[src/rtl/ball_sprite.sv]
// Purpose: frame-stepped pong ball with edge/paddle bounce, miss reporting and a registered sprite pixel stage.
// Latency: position/miss update on the clock edge sampling frame; pixel en/rgb one cycle after x/y.
// Backpressure: none; every input is sampled each cycle and the outputs are always valid.
module ball_sprite #(
   parameter int         WIDTH    = 10,
   parameter int         HEIGHT   = 10,
   parameter logic [1:0] R        = 2'b11,
   parameter logic [1:0] G        = 2'b11,
   parameter logic [1:0] B        = 2'b11,
   parameter int         SCREEN_W = 640,
   parameter int         SCREEN_H = 480,
   parameter int         SPEED_X  = 2,
   parameter int         SPEED_Y  = 2,
   parameter int         START_X  = 320,
   parameter int         START_Y  = 240
) (
   input  logic       clk,
   input  logic       rst_n,
   input  logic [9:0] x,
   input  logic [9:0] y,
   input  logic       frame,
   input  logic       collide,
   input  logic       serve,
   output logic [1:0] r,
   output logic [1:0] g,
   output logic [1:0] b,
   output logic       en,
   output logic [9:0] sx,
   output logic [8:0] sy,
   output logic [1:0] miss
);

   typedef enum logic [1:0] {
      ST_IDLE = 2'd0,
      ST_MOVE = 2'd1,
      ST_HIT  = 2'd2
   } state_t;

   // Signed 11-bit constants for the edge tests (no wrap-around in this range).
   localparam logic signed [10:0] W2_S   = 11'(WIDTH / 2);
   localparam logic signed [10:0] H2_S   = 11'(HEIGHT / 2);
   localparam logic signed [10:0] SPX_S  = 11'(SPEED_X);
   localparam logic signed [10:0] SPY_S  = 11'(SPEED_Y);
   localparam logic signed [10:0] SCW_S  = 11'(SCREEN_W);
   localparam logic signed [10:0] SCH_S  = 11'(SCREEN_H);
   localparam logic signed [10:0] ZERO_S = '0;

   // 12-bit constants for the pixel window so sx+W2 can never overflow.
   localparam logic signed [11:0] W2_P = 12'(WIDTH / 2);
   localparam logic signed [11:0] H2_P = 12'(HEIGHT / 2);

   // Register-width constants for the position updates.
   localparam logic [9:0] W2_V      = 10'(WIDTH / 2);
   localparam logic [9:0] SPX_V     = 10'(SPEED_X);
   localparam logic [9:0] START_X_V = 10'(START_X);
   localparam logic [9:0] XMAX_V    = 10'(SCREEN_W - WIDTH / 2);
   localparam logic [8:0] H2_V      = 9'(HEIGHT / 2);
   localparam logic [8:0] SPY_V     = 9'(SPEED_Y);
   localparam logic [8:0] START_Y_V = 9'(START_Y);
   localparam logic [8:0] YMAX_V    = 9'(SCREEN_H - HEIGHT / 2);

   state_t     state_q, state_d;
   logic [9:0] sx_q, sx_d;
   logic [8:0] sy_q, sy_d;
   logic       dx_q, dx_d;        // 0 = right, 1 = left
   logic       dy_q, dy_d;        // 0 = down,  1 = up
   logic       sticky_q, sticky_d;
   logic [1:0] miss_q, miss_d;
   logic       en_q;
   logic [1:0] r_q, g_q, b_q;

   logic signed [10:0] sx_s, sy_s;
   logic signed [10:0] x_left, x_right, y_up, y_down;
   logic               hit;
   logic               en_next;
   logic signed [11:0] px, py, sx_p, sy_p;

   assign sx_s    = signed'({1'b0, sx_q});
   assign sy_s    = signed'({2'b00, sy_q});
   assign x_left  = sx_s - W2_S - SPX_S;
   assign x_right = sx_s + W2_S + SPX_S;
   assign y_up    = sy_s - H2_S - SPY_S;
   assign y_down  = sy_s + H2_S + SPY_S;
   // A collide level in the frame cycle itself counts for this frame.
   assign hit     = sticky_q | collide;

   // Sticky paddle flag: frame and serve clear it, taking priority over a new collide.
   always_comb begin
      sticky_d = sticky_q | collide;
      if (frame || serve) begin
         sticky_d = 1'b0;
      end
   end

   // Next-state: serve (re)launches from IDLE/HIT; frame steps both axes in MOVE.
   always_comb begin
      state_d = state_q;
      sx_d    = sx_q;
      sy_d    = sy_q;
      dx_d    = dx_q;
      dy_d    = dy_q;
      miss_d  = 2'b00;
      unique case (state_q)
         ST_IDLE, ST_HIT: begin
            // serve wins over a simultaneous frame: reload only, no step.
            if (serve) begin
               state_d = ST_MOVE;
               sx_d    = START_X_V;
               sy_d    = START_Y_V;
            end
         end
         ST_MOVE: begin
            if (frame) begin
               // X axis: paddle bounce beats an edge miss.
               if (hit) begin
                  dx_d = ~dx_q;
                  sx_d = dx_q ? (sx_q + SPX_V) : (sx_q - SPX_V);
               end else if (dx_q && (x_left < ZERO_S)) begin
                  sx_d    = W2_V;
                  miss_d  = 2'b01;
                  state_d = ST_HIT;
               end else if (!dx_q && (x_right > SCW_S)) begin
                  sx_d    = XMAX_V;
                  miss_d  = 2'b10;
                  state_d = ST_HIT;
               end else begin
                  sx_d = dx_q ? (sx_q - SPX_V) : (sx_q + SPX_V);
               end
               // Y axis: bounce off top/bottom, still applied on a miss frame.
               if (dy_q && (y_up < ZERO_S)) begin
                  sy_d = H2_V;
                  dy_d = 1'b0;
               end else if (!dy_q && (y_down > SCH_S)) begin
                  sy_d = YMAX_V;
                  dy_d = 1'b1;
               end else begin
                  sy_d = dy_q ? (sy_q - SPY_V) : (sy_q + SPY_V);
               end
            end
         end
         default: begin
            state_d = ST_IDLE;
         end
      endcase
   end

   // Motion state registers.
   always_ff @(posedge clk or negedge rst_n) begin
      if (!rst_n) begin
         state_q  <= ST_IDLE;
         sx_q     <= START_X_V;
         sy_q     <= START_Y_V;
         dx_q     <= 1'b0;
         dy_q     <= 1'b0;
         sticky_q <= 1'b0;
         miss_q   <= 2'b00;
      end else begin
         state_q  <= state_d;
         sx_q     <= sx_d;
         sy_q     <= sy_d;
         dx_q     <= dx_d;
         dy_q     <= dy_d;
         sticky_q <= sticky_d;
         miss_q   <= miss_d;
      end
   end

   // Half-open window [s-half, s+half) covers exactly WIDTH x HEIGHT pixels.
   assign px      = signed'({2'b00, x});
   assign py      = signed'({2'b00, y});
   assign sx_p    = signed'({2'b00, sx_q});
   assign sy_p    = signed'({3'b000, sy_q});
   assign en_next = (px >= sx_p - W2_P) && (px < sx_p + W2_P) &&
                    (py >= sy_p - H2_P) && (py < sy_p + H2_P);

   // One-cycle registered pixel stage into the colour mux.
   always_ff @(posedge clk or negedge rst_n) begin
      if (!rst_n) begin
         en_q <= 1'b0;
         r_q  <= 2'b00;
         g_q  <= 2'b00;
         b_q  <= 2'b00;
      end else begin
         en_q <= en_next;
         r_q  <= en_next ? R : 2'b00;
         g_q  <= en_next ? G : 2'b00;
         b_q  <= en_next ? B : 2'b00;
      end
   end

   assign en   = en_q;
   assign r    = r_q;
   assign g    = g_q;
   assign b    = b_q;
   assign sx   = sx_q;
   assign sy   = sy_q;
   assign miss = miss_q;

endmodule
[config.mk]
export PLATFORM = sky130hd
export DESIGN_NAME = ball_sprite
export DESIGN_NICKNAME = d
export VERILOG_FILES = /design/src/rtl/ball_sprite.sv
export SDC_FILE = /design/constraint.sdc
export NUM_CORES = 1
export LEC_CHECK = 0
export ABC_AREA = 0
export CAP_MARGIN = 20
export CORE_MARGIN = 2
export CORE_UTILIZATION = 25
export DETAILED_ROUTE_END_ITERATION = 7
export PLACE_DENSITY = 0.42
export REMOVE_ABC_BUFFERS = 1
export SETUP_SLACK_MARGIN = 0.05
export SYNTH_ARGS = -nofsm -noshare
export SYNTH_HDL_FRONTEND = slang
export SYNTH_SLANG_ARGS = --single-unit
export TNS_END_PERCENT = 100
[constraint.sdc]
create_clock -name clk -period 3.3 [get_ports clk]
set_clock_uncertainty 0.05 [all_clocks]
set_input_delay 0.33 -clock clk [delete_from_list [all_inputs] [get_ports clk]]
set_output_delay 0.33 -clock clk [all_outputs]
set_load 0.005 [all_outputs]
======== Word-level counts from Yosys, hierarchy flattened ========
Index checks and enable logic that the tools add are counted.
storage, ports and cells
  bits in registers ....................... 29
  output and inout bits ................... 28
  logic and storage cells ................. 88
operators by class
  add/subtract/negate cells ............... 16
  order comparisons ....................... 8
  equal/unequal tests ..................... 6
  muxes and demuxes ....................... 29
  bitwise operators ....................... 2
  reduce and logical (&&, ||, !) cells .... 18
operators by type and width
  cell                     number
  $mux W10                 7
  $mux W9                  5
  $sub A10 B3 Y11 const B  3
  $add A10 B3 Y11 const B  2
  $lt A11 B1 Y1 const B    2
  $mux W2                  11
  $add A9 B3 Y10 const B   2
  $pmux W10 S2             1
  $sub A9 B3 Y10 const B   2
  $pmux W9 S2              1
  $add A10 B2 Y11 const B  1
  $add A11 B3 Y11 const B  1
  $ge A11 B10 Y1           1
  $ge A11 B11 Y1           1
  $gt A11 B10 Y1 const B   1
  $gt A11 B11 Y1 const B   1
  $lt A10 B11 Y1           1
  $sub A11 B3 Y11 const B  1
  $add A10 B2 Y10 const B  1
  $lt A10 B10 Y1           1
  $sub A10 B2 Y10 const B  1
  $add A9 B2 Y9 const B    1
  $reduce_and A3 Y1        3
  $sub A9 B2 Y9 const B    1
  15 further kinds         27

======== Logic depth before layout (Yosys ltp) ========
Gate-level depths: netlist of the first run.
  depth after elaboration ................. 9
  gate-level depth with buffers ........... 14
  mapped depth without buffers ............ 13

======== Least setup slack after synthesis of the first run ========
Ideal clock, no wire load.
  path kind ............................... register to register
  from .................................... reg sx_q[1] (netlist: sx[1])
  to ...................................... reg b_q[0] (netlist: b[0])
  library setup time ...................... 0.124 ns
  data arrival time ....................... 2.739 ns
  required time ........................... 3.126 ns
  setup slack ............................. 0.387 ns
  cell stages (with the launch flop) ...... 13
  buffers on the path ..................... 1
  path through ............................ dfrtp_1 clkbuf_1 inv_1 ha_1 a2111oi_0 nand3b_1 xor2_1 ha_1 and4_1 a21oi_1 nand3_1 a31oi_1 nor4_1
on the way
  cells in the longest elaborated chain, start to end .. 6
ends and longest elaborated chain
  element                                             line  text
  start, declared                                     63    logic [9:0] sx_q, sx_d;
  start signal, assigned                              151   sx_q <= START_X_V;
  start signal, assigned                              159   sx_q <= sx_d;
  $sub A10 B3 Y11 or $add A10 B3 Y11 (tied branches)  173   assign en_next = (px >= sx_p - W2_P) && (px < sx_p + W2_P) &&
  $ge A11 B11 Y1 or $lt A10 B11 Y1 (tied branches)    173
  $logic_and A1 B1 Y1 * (2 in a row)                  173
  $logic_and A1 B1 Y1 *                               174   (py >= sy_p - H2_P) && (py < sy_p + H2_P);
  via en_next                                         75    logic en_next;
  $mux W2 *                                           187   b_q <= en_next ? B : 2'b00;
  end signal, assigned                                187
  end, declared                                       70    logic [1:0] r_q, g_q, b_q;
The timed path passes the listed nets; every way through them passes the cells marked *.
A chain may end at the register's enable or synchronous reset.

======== Worst setup path in the final report of the first run ========
  from .................................... reg sy_q[0] (netlist: sy[0])
  to ...................................... reg b_q[0] (netlist: b[0])
on the way
  cells in the longest elaborated chain, start to end .. 5
ends and longest elaborated chain
  element                 line  text
  start, declared         64    logic [8:0] sy_q, sy_d;
  start signal, assigned  160   sy_q <= sy_d;
  $sub A9 B3 Y10          174
  $ge A11 B10 Y1          174
  $logic_and A1 B1 Y1     173
  $logic_and A1 B1 Y1 *   174
  via en_next             75
  $mux W2 *               187
Marked as above.

==> impl_metrics.json, run 1 <==
{
  "grt_max_degree": 28,
  "syn-mean-instance-area_um2": 8.14,
  "synth-simple-area-share_pct": 22.0,
  "synth-compound-area-share_pct": 23.1,
  "hpwlAfterDp_um": 8520,
  "dr.pass1.iters": 4,
  "cap_violations": 0,
  "yosys.area.top_type": "ha_1",
  "die_w_um": 126,
  "worst-setup-path-type": "register to register",
  "max_freq_mhz": 342,
  "clockBufferDepth": 2,
  "comb_power_share_pct": 71.7,
  "critPathArrivalTime_ns": 3.04,
  "io_pins": 53,
  "grt_use_total_pct": 13.7,
  "final_common_cell": "ha_1",
  "drt-total-wl_um": 10800,
  "slew_headroom_pct": 53.2,
  "synth_top_area_share_pct": 19.2,
  "synth_edf_count": 0,
  "fin_crit_sh_pct": 88.6,
  "hold_violations": 0,
  "root_buffer": "clkbuf_16",
  "tritoncts": "yes",
  "synth-seq-cells": 27,
  "overflow": 0,
  "setup_viol": 0,
  "crit_path_max_fanout": 5,
  "switching_share_pct": 49.6,
  "setup_tns_ns": 0,
  "die_h_um": 126,
  "synth.distinct_cells": 68,
  "rsz0062_at_grt": "no",
  "powerDensity_mw_per_mm2": 876,
  "grt_antenna_before_repair": 0,
  "clk_latency_ns": 0.27,
  "whs_ns": 0.382,
  "worst_ir_drop_vdd_mv": 0.301,
  "end_kind": "register",
  "cts.sinks": 27,
  "min_path_type": "primary input to async pin",
  "place_congestion": 0.794,
  "mostFrequentLayoutCells": "ha_1 (57), clkdlybuf4s50_1 (52), nand2_1 (37), nor2_1 (30), a21oi_1 (26)",
  "start_util_pct": 25.6,
  "finalNetCount": 581,
  "grt_pass1_wl_um": 18000,
  "setup.worst_path.start_class": "register",
  "synth_xor_area_share_pct": 9.66,
  "rows": 44,
  "slew_viol_final": 0,
  "p_int_mw": 1.98,
  "period_minus_slack_ns": 2.92,
  "ff2ff_setup_slack_ns": 0.38,
  "drt_iter0_markers": 187,
  "status": "completed",
  "syn2layout_area_growth_pct": 20.9,
  "drt_drc_violations_left": 0,
  "clkTransAtPathRegs_ns": 0.08,
  "synth_warnings": 0,
  "fin_util_pct": 30.9,
  "synth_top_family_by_area": "compound AO/OA/AOI/OAI gates",
  "via_count": 3449,
  "fp.dieArea_mm2": 0.0159,
  "n_antenna_cell": 0,
  "synthCells": 457,
  "seqPwrFrac_pct": 20.8,
  "synthMuxAreaShare_pct": 0.808,
  "synth-async-reset-ratio_pct": 100,
  "cts.hold.buffers_added": 0,
  "crit_required_ns": 3.42,
  "worst_slew_pin_slew_ns": 0.685,
  "drt-vias-per-instance": 5.06,
  "synthAdderAreaFrac_pct": 19.7,
  "grt_pass1_vias": 3390,
  "cts_made_buffers": 3,
  "ys.flop_type": "dfrtp_1",
  "syn-cell-area_mm2": 0.00372,
  "seq_area_um2": 684,
  "multi_input_area_mm2": 0.00281,
  "p_leak_nw": 1.87,
  "final_antenna_net_count": 0,
  "drt-wirelength-per-cell_um": 15.8,
  "ys_seq_area_share_pct": 18.4,
  "portBuffers": 52,
  "nFillCells": 1552,
  "synth_area_leaders": "ha_1 (19%), dfrtp_1 (14%), xnor2_1 (5.7%)",
  "h-tree-depth": 1,
  "coreArea_mm2": 0.0145,
  "drive_gt1_share_pct": 7.24,
  "switching_power_mw": 1.95,
  "power_frac_clock_pct": 7.6
}
==> worst max-delay path: stages (launching register included) <==
cell	delay, ns
dfrtp_1	0.38
inv_1	0.13
ha_1	0.25
nand2b_1	0.22
nand2_1	0.14
xnor2_2	0.27
inv_1	0.09
ha_1	0.32
a211oi_1	0.25
nand2_1	0.08
a31oi_1	0.14
o21ai_0	0.12
mux2i_1	0.13
nor4_1	0.26
==> state kept, by name, indices dropped and copies added (netlist names) <==
name / cells
dx_q: 1
sy: 9
state_q: 2
sticky_q: 1
b: 1
miss: 2
dy_q: 1
sx: 10
==> metrics by stage <==
step | worst slack [ns] | cells | total power, mW | instance area [um2]
after global placement | 0.309 | 677 | 3.61 | 4400
after floorplan | 0.494 | 428 | 2.67 | 3550
final | 0.376 | 681 | 3.93 | 4490
after detailed placement | 0.280 | 677 | 3.66 | 4400
after global routing | 0.0614 | 681 | 4.37 | 4490
after CTS | 0.249 | 681 | 3.97 | 4490
==> power by group through the flow <==
stage                     Combinational (mW)  Sequential [mW]  Clock [mW]
final                                   2.82            0.817       0.298
after global routing                    3.19            0.860       0.322
after CTS                               2.85            0.820       0.306
after detailed placement                2.83            0.826           0
after global placement                  2.79            0.823           0
after floorplan                         1.86            0.803           0
==> final cells by class <==
| class | count | area share (%) |
|---|---|---|
| well taps | 184 | 5.12 |
| clock inverters | 1 | 0.195 |
| clock buffers | 3 | 1.67 |
| flip-flops and latches | 27 | 15.2 |
| multi-input cells | 383 | 62.5 |
| repair buffers | 65 | 13.8 |
| inverters | 18 | 1.50 |
==> Yosys cell counts (10+ instances only) <==
| cell | number |
|---|---|
| a21oi_1 | 26 |
| nand2_1 | 37 |
| ha_1 | 57 |
| xor2_1 | 17 |
| dfrtp_1 | 21 |
| nand3_1 | 13 |
| nor3_1 | 13 |
| inv_1 | 17 |
| nor2_1 | 30 |
| nand2b_1 | 12 |
| xnor2_1 | 24 |
| nor2b_1 | 10 |
| o21ai_0 | 23 |
==> kinds of logic after synthesis <==
group           count (synthesis)
simple gates                  156
fa+ha+maj                      58
flops                          27
buf+inv                        47
xor+xnor                       41
compound gates                125
mux                             3
==> path summary, 6_finish.rpt <==
path / startpoint / depth (start not counted) / to
max in group asynchronous: rst_n / 2 / sy[4]$_DFFE_PN1P_
min in group clk: state_q[0]$_DFFE_PN0P_ / 1 / state_q[1]$_DFFE_PN0P_
hold / removal: rst_n / 2 / sticky_q$_DFF_PN0_
setup / recovery: sy[0]$_DFFE_PN0P_ / 13 / b[0]$_DFF_PN0_
setup reg to reg: sy[0]$_DFFE_PN0P_ / 13 / b[0]$_DFF_PN0_
hold reg to reg: state_q[0]$_DFFE_PN0P_ / 1 / state_q[1]$_DFFE_PN0P_
==> routing by layer <==
layer  GRT usage [%]  share of wire [%]  vias up
met3            1.83                3.4        6
li1                -                  -     1748
met5               0                  0        -
met1            20.3                 52     1622
met4            2.13               0.95        0
met2            21.7                 44       73
==> timing repair <==
| item | in CTS | in global routing |
|---|---|---|
| buffers inserted | 0 | 0 |
| endpoints found under the setup margin | 0 | 1 |
| gates resized for setup | 0 | 2 |
Power figures use the tool's default switching activity.
==> run 2, diff against run 1 <==
Settings changed: CAP_MARGIN 20 to 10, CORE_MARGIN 2 to not set.
==> impl_metrics.json, run 2 (synthesized netlist as in run 1, its figures left out) <==
{
  "powerDensity_mw_per_mm2": 873,
  "place_ws_ns": 0.262,
  "end_kind": "register",
  "cts.sinks": 27,
  "clk_latency_ns": 0.27,
  "dr.pass1.iters": 4,
  "worst-setup-path-type": "register to register",
  "drt-total-wl_um": 10800,
  "fin_crit_sh_pct": 89.1,
  "whs_ns": 0.391,
  "cts_made_buffers": 3,
  "overflow": 0,
  "ff2ff_setup_slack_ns": 0.36,
  "met1Wirelength_um": 5370,
  "cap_violations": 0,
  "grt_use_total_pct": 14.4,
  "fin_ws_ns": 0.359,
  "wl_met2_um": 4980,
  "final_antenna_net_count": 0,
  "final_common_cell": "ha_1",
  "slew_viol_final": 0,
  "grt_pass1_wl_um": 17500,
  "syn2layout_area_growth_pct": 21.1,
  "die_h_um": 124,
  "drt-vias-per-instance": 5.14,
  "hold_violations": 0,
  "via_count": 3505,
  "start_util_pct": 25.6,
  "rr_worst_depth": 12,
  "p_leak_nw": 1.88,
  "worst_ir_drop_vdd_mv": 0.263,
  "setup_tns_ns": 0,
  "regToRegStartpoint": "sx[1]$_DFFE_PN0P_",
  "cts.hold.buffers_added": 0,
  "portBuffers": 52,
  "slew_headroom_pct": 55.3,
  "r2r-end": "b[0]$_DFF_PN0_",
  "clockBufferDepth": 2,
  "drt_iter0_markers": 147,
  "h-tree-depth": 1,
  "wl_met3_um": 269,
  "crit_required_ns": 3.39,
  "tritoncts": "yes",
  "grt_pass1_vias": 3441,
  "drt-wirelength-per-cell_um": 15.8,
  "crit_path_max_fanout": 13,
  "io_pins": 53,
  "drive_gt1_share_pct": 7.43,
  "finalNetCount": 582,
  "drt_drc_violations_left": 0,
  "period_minus_slack_ns": 2.94,
  "layout.cells.non_filler": 682,
  "placed_cell_area_mm2": 0.00441,
  "grt_max_degree": 28,
  "place_congestion": 0.789,
  "mostFrequentLayoutCells": "ha_1 (57), clkdlybuf4s50_1 (52), nand2_1 (37), nor2_1 (30), a21oi_1 (26)",
  "max_freq_mhz": 340,
  "stdcell_area_mm2": 0.00450,
  "critPathArrivalTime_ns": 3.03,
  "largest_register_ffs": 10,
  "rsz0062_at_grt": "no",
  "setup_viol": 0,
  "status": "completed",
  "worst_slew_pin_slew_ns": 0.668,
  "nFillCells": 1547,
  "setup.worst_path.start_class": "register",
  "fp.dieArea_mm2": 0.0154,
  "postCtsSetupBuffers": 0,
  "clkTransAtPathRegs_ns": 0.08,
  "grt_antenna_before_repair": 0,
  "placed_cells": 678,
  "rows": 44,
  "min_path_type": "primary input to async pin",
  "n_antenna_cell": 0,
  "root_buffer": "clkbuf_16",
  "hpwlAfterDp_um": 8510,
  "maxUsedRoutingLayer": "met4",
  "coreArea_mm2": 0.0145,
  "die_w_um": 124
}
[run 2: report_power, final]
group | internal (mW) | switching (mW) | total [mW]
registers | 0.479 | 0.348 | 0.827
logic | 1.33 | 1.48 | 2.81
clock network | 0.168 | 0.125 | 0.293
[run 2: how the worst max path moves through the flow]
stage | start | endpoint | slack, ns | depth (start not counted)
final | sx[1]$_DFFE_PN0P_ | b[0]$_DFF_PN0_ | 0.36 | 12
after global routing | sy[0]$_DFFE_PN0P_ | b[0]$_DFF_PN0_ | 0.12 | 13
after CTS | sx[1]$_DFFE_PN0P_ | b[0]$_DFF_PN0_ | 0.24 | 12
after detailed placement | sx[1]$_DFFE_PN0P_ | b[0]$_DFF_PN0_ | 0.26 | 12
after global placement | sx[1]$_DFFE_PN0P_ | b[0]$_DFF_PN0_ | 0.34 | 12
after floorplan | sx[1]$_DFFE_PN0P_ | b[0]$_DFF_PN0_ | 0.49 | 11
[run 2: layout make-up]
type	count	area (um2)	area share, %
timing repair buffer	66	626	13.9
tap	184	230	5.11
clock buffer	3	75.1	1.67
inverter	18	67.6	1.50
clock inverter	1	8.76	0.195
multi-input combinational	383	2810	62.4
sequential	27	684	15.2
[run 2: critical path, cell delays in order (launching register included)]
cell and delay (ns):
dfrtp_2 0.50, inv_1 0.20, ha_1 0.26, a2111oi_0 0.43, buf_4 0.20, nand3b_1 0.09
xor2_1 0.16, ha_1 0.29, and4_1 0.20, a21oi_1 0.14, nand3_1 0.09, a31oi_1 0.15
nor4_1 0.06
[run 2: per-stage QoR]
stage | total power, mW | util (%)
floorplan | 2.67 | -
global placement | 3.61 | 30.3
detailed placement | 3.65 | 30.3
CTS | 3.96 | 30.9
global route | 4.38 | 31.0
finish | 3.93 | 31.0
[run 2: repair_timing]
action | in CTS | in global routing
hold endpoints to repair | 0 | 0
setup endpoints to repair | 0 | 1
resized for setup | 0 | 2
[run 2: metal layers]
metal	up-vias	global-route usage (%)
met4	0	2.75
met3	14	1.56
met1	1693	20.5
li1	1746	-
met5	-	0
met2	52	23.5
==> run 3, diff against run 2 <==
Settings changed: CORE_ASPECT_RATIO set to 0.9.
==> impl_metrics.json, run 3 (synthesized netlist as in run 1, its figures left out) <==
{
  "mostFrequentLayoutCells": "ha_1 (57), clkdlybuf4s50_1 (52), nand2_1 (37), nor2_1 (30), a21oi_1 (26)",
  "max_freq_mhz": 338,
  "drt-total-wl_um": 10800,
  "setup_viol": 0,
  "io_pins": 53,
  "hpwlAfterDp_um": 8680,
  "grt_pass1_vias": 3271,
  "worst-setup-path-type": "register to register",
  "whs_ns": 0.389,
  "period_minus_slack_ns": 2.95,
  "fin_util_pct": 31.8,
  "grt_max_degree": 28,
  "worst_slew_pin_slew_ns": 0.702,
  "status": "completed",
  "critPathArrivalTime_ns": 3.07,
  "fin_crit_sh_pct": 89.5,
  "cts.hold.buffers_added": 0,
  "switching_power_mw": 1.96,
  "path_buf_inv": 2,
  "place_congestion": 0.872,
  "h-tree-depth": 1,
  "ff2ff_setup_slack_ns": 0.35,
  "wl_met2_um": 4730,
  "clockBufferDepth": 2,
  "crit_family": "simple AND/OR/NAND/NOR gates",
  "p_total_mw": 3.96,
  "power_frac_clock_pct": 7.5,
  "portBuffers": 52,
  "clk_latency_ns": 0.26,
  "crit_path_max_fanout": 5,
  "seqPwrFrac_pct": 19.0,
  "final_antenna_net_count": 0,
  "tritoncts": "yes",
  "cap_violations": 0,
  "switching_share_pct": 49.4,
  "p_leak_nw": 1.89,
  "start_util_pct": 26.1,
  "die_w_um": 131,
  "cp_cell_sequence": "inv_1, ha_1, nand2b_1, nand2_1, xnor2_1, inv_1, ha_1, a211oi_1, nand2_1, a31oi_1, o21ai_0, mux2i_1, nor4_1",
  "root_buffer": "clkbuf_16",
  "ctsResizeCount": 0,
  "slowest_delay_ns": 0.38,
  "p_int_mw": 2.00,
  "grt_use_total_pct": 14.2,
  "met1Wirelength_um": 5500,
  "syn2layout_area_growth_pct": 21.9,
  "crit_required_ns": 3.42,
  "regToRegStartpoint": "sy[0]$_DFFE_PN0P_",
  "hold_violations": 0,
  "cts.sinks": 27,
  "overflow": 0,
  "end_kind": "register",
  "slew_headroom_pct": 53.0,
  "wl_met3_um": 533,
  "die_h_um": 118,
  "r2r-end": "b[0]$_DFF_PN0_",
  "clkTransAtPathRegs_ns": 0.08,
  "rsz0062_at_grt": "no",
  "rows": 41,
  "postCtsSetupBuffers": 0,
  "final_common_cell": "ha_1",
  "fp.dieArea_mm2": 0.0154,
  "grt_antenna_before_repair": 0,
  "crit_slowest_cell": "dfrtp_1",
  "drt-wirelength-per-cell_um": 15.5,
  "largest_register_ffs": 10,
  "drt_iter0_markers": 167,
  "dr.pass1.iters": 4,
  "n_antenna_cell": 0,
  "setup.worst_path.start_class": "register",
  "drt_drc_violations_left": 0,
  "comb_power_share_pct": 73.5,
  "powerDensity_mw_per_mm2": 873,
  "drt-vias-per-instance": 5.00,
  "min_path_type": "primary input to async pin",
  "slew_viol_final": 0,
  "rr_worst_depth": 13,
  "grt_pass1_wl_um": 17500,
  "drive_gt1_share_pct": 7.77,
  "maxUsedRoutingLayer": "met4",
  "cts_made_buffers": 3,
  "worst_ir_drop_vdd_mv": 0.259,
  "via_count": 3478,
  "finalNetCount": 586,
  "setup_tns_ns": 0,
  "coreArea_mm2": 0.0143
}
## run 3: routing by layer
layer	up-vias	GRT usage (%)
li1	1754	-
met1	1633	22.2
met2	87	21.3
met3	4	1.68
met4	0	1.36
met5	-	0
## run 3: stage by stage
step	cell area, um2	cells	worst slack, ns
global placement	4450	691	0.460
finish	4530	695	0.346
global route	4530	695	0.0996
floorplan	3550	428	0.494
detailed placement	4450	691	0.356
CTS	4530	695	0.328
## run 3: how the worst max path moves through the flow
stage                     slack (ns)  depth (start not counted)              start             end
final                           0.35                         13  sy[0]$_DFFE_PN0P_  b[0]$_DFF_PN0_
after global routing             0.1                         13  sy[0]$_DFFE_PN0P_  b[0]$_DFF_PN0_
after CTS                       0.33                         13  sy[0]$_DFFE_PN0P_  b[0]$_DFF_PN0_
after detailed placement        0.36                         13  sy[0]$_DFFE_PN0P_  b[0]$_DFF_PN0_
after global placement          0.46                         13  sy[0]$_DFFE_PN0P_  b[0]$_DFF_PN0_
after floorplan                 0.49                         11  sx[1]$_DFFE_PN0P_  b[0]$_DFF_PN0_
## run 3: area by class of cell
class	instances	area [um2]
multi-input cells	383	2800
clock inverters	1	8.76
fillers	1542	9730
well taps	193	241
flip-flops and latches	27	683
inverters	18	67.6
clock buffers	3	75.1
repair buffers	70	656
## run 3: power by group through the flow
stage / registers [mW] / logic (mW) / clock network [mW]
after floorplan: 0.803 / 1.86 / 0
after global placement: 0.758 / 2.91 / 0
after detailed placement: 0.761 / 2.92 / 0
after CTS: 0.754 / 2.94 / 0.302
after global routing: 0.787 / 3.28 / 0.316
final: 0.751 / 2.91 / 0.297
